`src/rtl/layer_serializer.sv`:
```
// Purpose: serialises one NN-word neuron-layer result per frame into a one-word-per-cycle stream, neuron 0 first.
// Latency: element k of a frame appears k+1 cycles after the cycle in which the frame completes; back-to-back frames stream with no gap.
// Backpressure: none downstream; one frame is buffered while another is sent, and any further completed frame is dropped with sticky overflow.
module layer_serializer #(
    parameter int NN        = 10,
    parameter int dataWidth = 16
) (
    input  logic                    clk,
    input  logic                    rstn,
    input  logic [NN-1:0]           in_valid,
    input  logic [NN*dataWidth-1:0] in_data,
    output logic                    out_valid,
    output logic [dataWidth-1:0]    out_data,
    output logic                    frame_done,
    output logic                    busy,
    output logic                    overflow
);

    localparam int CW = (NN > 1) ? $clog2(NN) : 1;
    localparam logic [CW-1:0] LAST = CW'(NN - 1);

    typedef enum logic {IDLE, SEND} state_t;
    typedef logic [dataWidth-1:0] word_t;

    state_t          state, state_d;
    logic [CW-1:0]   cnt, cnt_d;
    logic [NN-1:0]   mask;
    logic            pend_full, pend_full_d, overflow_d;
    logic            frame_cmp, consumed;
    word_t           col_buf [NN];
    word_t           cmp_word [NN];
    word_t           shift [NN];
    word_t           shift_d [NN];
    word_t           pend [NN];
    word_t           pend_d [NN];

    // Slices arriving in the completing cycle join the frame; earlier captures win over repeats.
    always_comb begin
        frame_cmp = &(mask | in_valid);
        for (int i = 0; i < NN; i++) begin
            cmp_word[i] = mask[i] ? col_buf[i] : in_data[i*dataWidth +: dataWidth];
        end
    end

    always_ff @(posedge clk or negedge rstn) begin
        if (!rstn) begin
            mask <= '0;
        end else if (frame_cmp) begin
            mask <= '0;
        end else begin
            mask <= mask | in_valid;
        end
    end

    always_ff @(posedge clk) begin
        for (int i = 0; i < NN; i++) begin
            if (in_valid[i] && !mask[i]) begin
                col_buf[i] <= in_data[i*dataWidth +: dataWidth];
            end
        end
        shift <= shift_d;
        pend  <= pend_d;
    end

    always_comb begin
        state_d     = state;
        cnt_d       = cnt;
        shift_d     = shift;
        pend_d      = pend;
        pend_full_d = pend_full;
        overflow_d  = overflow;
        consumed    = 1'b0;
        case (state)
            IDLE: begin
                if (frame_cmp) begin
                    shift_d  = cmp_word;
                    cnt_d    = '0;
                    state_d  = SEND;
                    consumed = 1'b1;
                end
            end
            SEND: begin
                if (cnt == LAST) begin
                    cnt_d = '0;
                    if (pend_full) begin
                        shift_d     = pend;
                        pend_full_d = 1'b0;
                    end else if (frame_cmp) begin
                        shift_d  = cmp_word;
                        consumed = 1'b1;
                    end else begin
                        state_d = IDLE;
                    end
                end else begin
                    cnt_d = cnt + 1'b1;
                    for (int i = 0; i < NN - 1; i++) begin
                        shift_d[i] = shift[i+1];
                    end
                end
            end
            default: state_d = IDLE;
        endcase
        // A pending slot freed at frame end is immediately available to this cycle's frame.
        if (frame_cmp && !consumed) begin
            if (!pend_full_d) begin
                pend_d      = cmp_word;
                pend_full_d = 1'b1;
            end else begin
                overflow_d = 1'b1;
            end
        end
    end

    always_ff @(posedge clk or negedge rstn) begin
        if (!rstn) begin
            state      <= IDLE;
            cnt        <= '0;
            pend_full  <= 1'b0;
            overflow   <= 1'b0;
            out_valid  <= 1'b0;
            out_data   <= '0;
            frame_done <= 1'b0;
        end else begin
            state      <= state_d;
            cnt        <= cnt_d;
            pend_full  <= pend_full_d;
            overflow   <= overflow_d;
            out_valid  <= (state_d == SEND);
            frame_done <= (state_d == SEND) && (cnt_d == LAST);
            if (state_d == SEND) begin
                out_data <= shift_d[0];
            end
        end
    end

    assign busy = (state == SEND) || pend_full;

endmodule

```
`config.mk`:
```
export PLATFORM = sky130hd
export DESIGN_NAME = layer_serializer
export DESIGN_NICKNAME = d
export VERILOG_FILES = /design/src/rtl/layer_serializer.sv
export SDC_FILE = /design/constraint.sdc
export NUM_CORES = 1
export LEC_CHECK = 0
export BUFFER_PORTS_ARGS = -buffer_cell sky130_fd_sc_hd__buf_2
export CAP_MARGIN = 15
export CORE_UTILIZATION = 50
export CTS_CLUSTER_SIZE = 40
export DETAILED_ROUTE_END_ITERATION = 10
export HOLD_SLACK_MARGIN = 0.1
export PLACE_DENSITY = 0.71
export SYNTH_ARGS = -nofsm -noshare
export SYNTH_HDL_FRONTEND = slang
export SYNTH_SLANG_ARGS = --single-unit
```
`constraint.sdc`:
```
create_clock -name clk -period 16.8 [get_ports clk]
set_input_delay 3.36 -clock clk [delete_from_list [all_inputs] [get_ports clk]]
set_output_delay 3.36 -clock clk [all_outputs]
set_load 0.005 [all_outputs]
```
=== After elaboration in Yosys (flattened, before gate mapping) ===
Memory sizes are Yosys's and may differ from the RTL's.
Cells that the tools add are included.

* Output and inout port bits: 20
* Bits of input ports: 172
* Logic and storage cells: 111
* Register bits: 354
* Bits in writable memories: 160
* Memories kept: 1

* Eq/ne operators: 3
* Bitwise logic cells: 3
* Reduce and logical (&&, ||, !) cells: 27
* Add/subtract/negate cells: 1
* Mux-type cells: 49

{| class="wikitable"
|+ Memory list
! memory !! depth !! width !! read ports !! clocked after Yosys merged registers in !! write ports !! line !! source
|-
| col_buf || 10 || 16 || 10 || 0 || 10 || 30 || <nowiki>word_t col_buf [NN];</nowiki>
|}

{| class="wikitable"
|+ Operators with widths
! cell !! count
|-
| $mux W160 || 2
|-
| $pmux W160 S2 || 1
|-
| $mux W16 || 11
|-
| $mux W144 || 1
|-
| $mux W1 || 28
|-
| $logic_and A1 B1 Y1 || 12
|-
| $logic_not A1 Y1 || 11
|-
| $mux W10 || 1
|-
| $or A10 B10 Y10 || 1
|-
| $reduce_and A10 Y1 || 1
|-
| $eq A4 B4 Y1 const B || 2
|-
| $mux W4 || 2
|-
| $pmux W4 S2 || 1
|-
| $add A4 B1 Y4 const B || 1
|-
| $pmux W1 S2 || 2
|-
| $reduce_and A2 Y1 || 2
|-
| $ne A2 B1 Y1 const B || 1
|-
| $not A1 Y1 || 2
|-
| $logic_or A1 B1 Y1 || 1
|}

=== Longest topological paths before layout ===
* Depth after elaboration: 9
* Depth in mapped cells: 9
* Gate-level depth less buffers: 6

=== Worst setup path after synthesis ===
OpenSTA, ideal clock, no wires.

* Kind: input-to-reg
* From: input in_valid[9]
* To: register pend[0] (netlist name), enable pin
* Stages: 5
* Library setup time: 0.877 ns
* Path slack: 1.093 ns
* Required time: 15.923 ns
* Buffers on the path: 1
* Arrival: 14.830 ns
* Cells stage by stage: o22ai_1 nor4_2 buf_2 nand2_1 nor3_1

* Word-level cells in the longest chain between the ends: 9

{| class="wikitable"
|+ Ends and longest elaborated chain
! what !! line !! source
|-
| start, declared || 10 || <nowiki>input logic [NN-1:0] in_valid,</nowiki>
|-
| $or A10 B10 Y10 * || 39 || <nowiki>frame_cmp = &(mask | in_valid);</nowiki>
|-
| $reduce_and A10 Y1 * || 39 ||
|-
| $mux W1 || 75, 88 ||
|-
| $mux W1 || 85 || <nowiki>if (pend_full) begin</nowiki>
|-
| $mux W1 || 83 || <nowiki>if (cnt == LAST) begin</nowiki>
|-
| $pmux W1 S2 || 73 || <nowiki>case (state)</nowiki>
|-
| $logic_not A1 Y1 || 104 || <nowiki>if (frame_cmp && !consumed) begin</nowiki>
|-
| $logic_and A1 B1 Y1 * || 104 ||
|-
| $reduce_and A2 Y1 (no line) * || -- ||
|-
| end signal, assigned || 62 || <nowiki>pend <= pend_d;</nowiki>
|-
| end, declared || 34 || <nowiki>word_t pend [NN];</nowiki>
|}

Mark *: on every way between the ends. The rest lies on a longest branch, timed or not.
A chain may end at the register's enable or synchronous reset.

==> metrics.csv <==
metric;value;unit
register bit total from synthesis;501;
Syn Area/Cell;14.5;um^2
Final Critical Period;6.38;ns
start point of the critical path;in_valid[9];
CTS Root Cell;clkbuf_16;
maximum clock frequency;157;MHz
Buf+Inv Stages, Crit Path;4;
H-Tree Level Count;2;
Sw Pwr;1340;uW
Hold Crit Start;overflow$_DFFE_PN0P_;
Post-Synthesis Cells;1393;
Startpoint Class;input port;
Clock Skews;0.0127;ns
count leader, synth;edfxtp_1;
Initial Util;50.8;%
initial antenna violation count;4;
worst endpoint required time;17.09;ns
first-pass GRT wire length;72700;um
internal power;2910;uW
Critical Path Sink Type;flip-flop;
critical path class;in -> reg;
post-DP HPWL;30800;um
Sum Neg Setup Slack;0;ns
CTS buffer count;51;
hold buffers post-CTS;0;
endpoints failing setup;0;
Gate power share;27.1;%
largest net degree at the start of global routing;93;
NumNets Final;1734;
worst path cell trace;buf_2 > o22ai_1 > nor4_4 > buf_4 > and2_4 > buf_4 > buf_4 > mux2i_1 > o21ai_1;
max_slew headroom;26.2;%
die area;41200;um^2
RePlAce Congestion;0.801;
pwr/cell area;184;nW/um^2
routed vias;12200;
Slew Viols, Final;0;
First-pass DRT Iterations;5;
Worst-Skew Late Latency;0.58;ns
Post-DP Area;21500;um^2
EDFF count, synth;336;
I/O pin cnt;192;
chip height;203;um
post-synthesis sequential area ratio;67.1;%
Fin. Hold Viols;0;
total grt overflow;0;
cell family with most CP delay;buffers and inverters;
Antenna Nets Post-Route;0;
vias in the first global route;12400;
Post-Syn Nets;1565;
CTS tree;built;
most frequent CP cell;buf_4;
Post-synth ARST share;6.79;%
outcome;complete, no violations;
Remaining DRCs;0;
CTS clk-pin slew, worst paths;0.06;ns
clk sinks;501;
Yosys cell types;39;
cell area after layout;23200;um^2
worst endpoint data arrival time;6.67;ns
core area;39800;um^2
vias per cell;5.71;
clock power share;26.5;%
max incr delay on CP;0.78;ns
VDD IR max;0.115;mV
Area growth, synth to finish;14.6;%
R2R Path Start;mask[4]$_DFF_PN0_;
total chip power;4250;uW
setup repair after global routing missed its margin;no;
number of gates resized after cts;0;
number of port buffers;191;
worst-margin pin slew;1.11;ns
# rows;73;
Sw Ratio;31.6;%
max-cap violations;0;
Lkg Pwr;0.00860;uW
Post-Route WL;47700;um
Post-Syn Area;20200;um^2
initial DRC count;1038;
Die W;203;um
post-synth top area share;49.9;%
yosys warns;0;
Hold/Removal Path Class;reg -> reg;
FF-to-FF setup slack;12.21;ns
Critical Path Slowest Stage Cell;buf_4;
crit path max fanout;56;
Reg power frac;46.4;%
main flop type after synthesis;edfxtp_1;
share of layout cells above drive strength 1;28.2;%
Routed WL per cell;22.4;um
synth cell count leaders;336 x edfxtp_1, 159 x mux2i_1, 149 x mux2_2, 144 x o21ai_1, 131 x dfxtp_1;
Area contributors post-synth;edfxtp_1 50%, dfxtp_1 13%, mux2_2 8.3%, mux2i_1 7.9%, dfrtp_1 4.2%;
clock tree buffer depth;3;
period utilization;38.0;%
GRT Util Overall;23.1;%
Yosys top cell by area;edfxtp_1;
Post-CTS Setup Inserts;0;
==> area by class of cell <==
class                   instances  area, um^2
well taps                     525         657
inverters                      16        60.1
diodes                          2        5.00
fillers                      3267       16700
clock buffers                  83        1560
repair buffers                215        1140
clock inverters                12         109
flip-flops and latches        501       13600
multi-input cells             777        6070
==> power by group through the flow <==
stage / Combinational, uW / Sequential, uW / Clock (uW)
2_1_floorplan: 958 / 1850 / 0
4_1_cts: 1160 / 1980 / 1150
5_1_grt: 1260 / 2010 / 1190
6_report: 1150 / 1980 / 1130
3_5_place_dp: 1150 / 2000 / 0
3_3_place_gp: 1110 / 1990 / 0
==> cells in the final DEF (no fill, tap or decap), types with 26 or more instances in the layout <==
cell | Yosys | final
a21oi_1 | 42 | 42
a22oi_1 | 100 | 100
and3_1 | 47 | 47
buf_2 | 24 | 191
clkbuf_16 | 0 | 53
dfrtp_1 | 34 | 34
dfxtp_1 | 131 | 131
edfxtp_1 | 336 | 336
mux2_2 | 149 | 149
mux2i_1 | 159 | 159
nand2_1 | 26 | 26
nor2_1 | 29 | 29
o21ai_1 | 144 | 144
==> registers in the layout, indices dropped and copies added, names as in the netlist <==
name and flops:
frame_done 1, pend_full 1, out_data 16, shift 147, cnt 4, state 1, mask 10, overflow 1
pend 160, col_buf 160
==> metal layers <==
layer / part of all wire (%) / routed length, um / global-route usage [%]
met5: 0.071 / 34 / 0
met1: 43 / 20300 / 30.5
met3: 5.8 / 2760 / 4.30
met4: 2.5 / 1220 / 6.87
met2: 49 / 23400 / 38.7
==> path summary, 6_finish.rpt <==
check	to	cells past startpoint
max	shift[3]$_DFFE_PP_	9
min	overflow$_DFFE_PN0P_	1
max reg2reg	shift[3]$_DFFE_PP_	8
min reg2reg	overflow$_DFFE_PN0P_	1
max in group asynchronous	mask[9]$_DFF_PN0_	1
min in group asynchronous	out_data[8]$_DFFE_PN0P_	1
==> kinds of logic after synthesis <==
logic type / synth area share [%]
and+or+nand+nor: 3.68
DFF: 67.1
AOI/OAI and AO/OA: 9.91
buffers and inverters: 3.03
xor gates and xnor gates: 0.0433
muxes: 16.2
==> metrics by stage <==
| stage | cells | util [%] | worst slack, ns | hold WS (ns) |
|---|---|---|---|---|
| 5_1_grt | 2129 | 58.2 | 10.32 | 0.493 |
| 4_1_cts | 2129 | 58.2 | 10.55 | 0.468 |
| 2_1_floorplan | 1393 | - | 1.09 | 0.433 |
| 3_5_place_dp | 2034 | 54.0 | 9.94 | 0.454 |
| 3_3_place_gp | 2033 | 53.9 | 9.99 | 0.457 |
| 6_report | 2131 | 58.2 | 10.42 | 0.468 |
(Power assumes the default switching activity.)
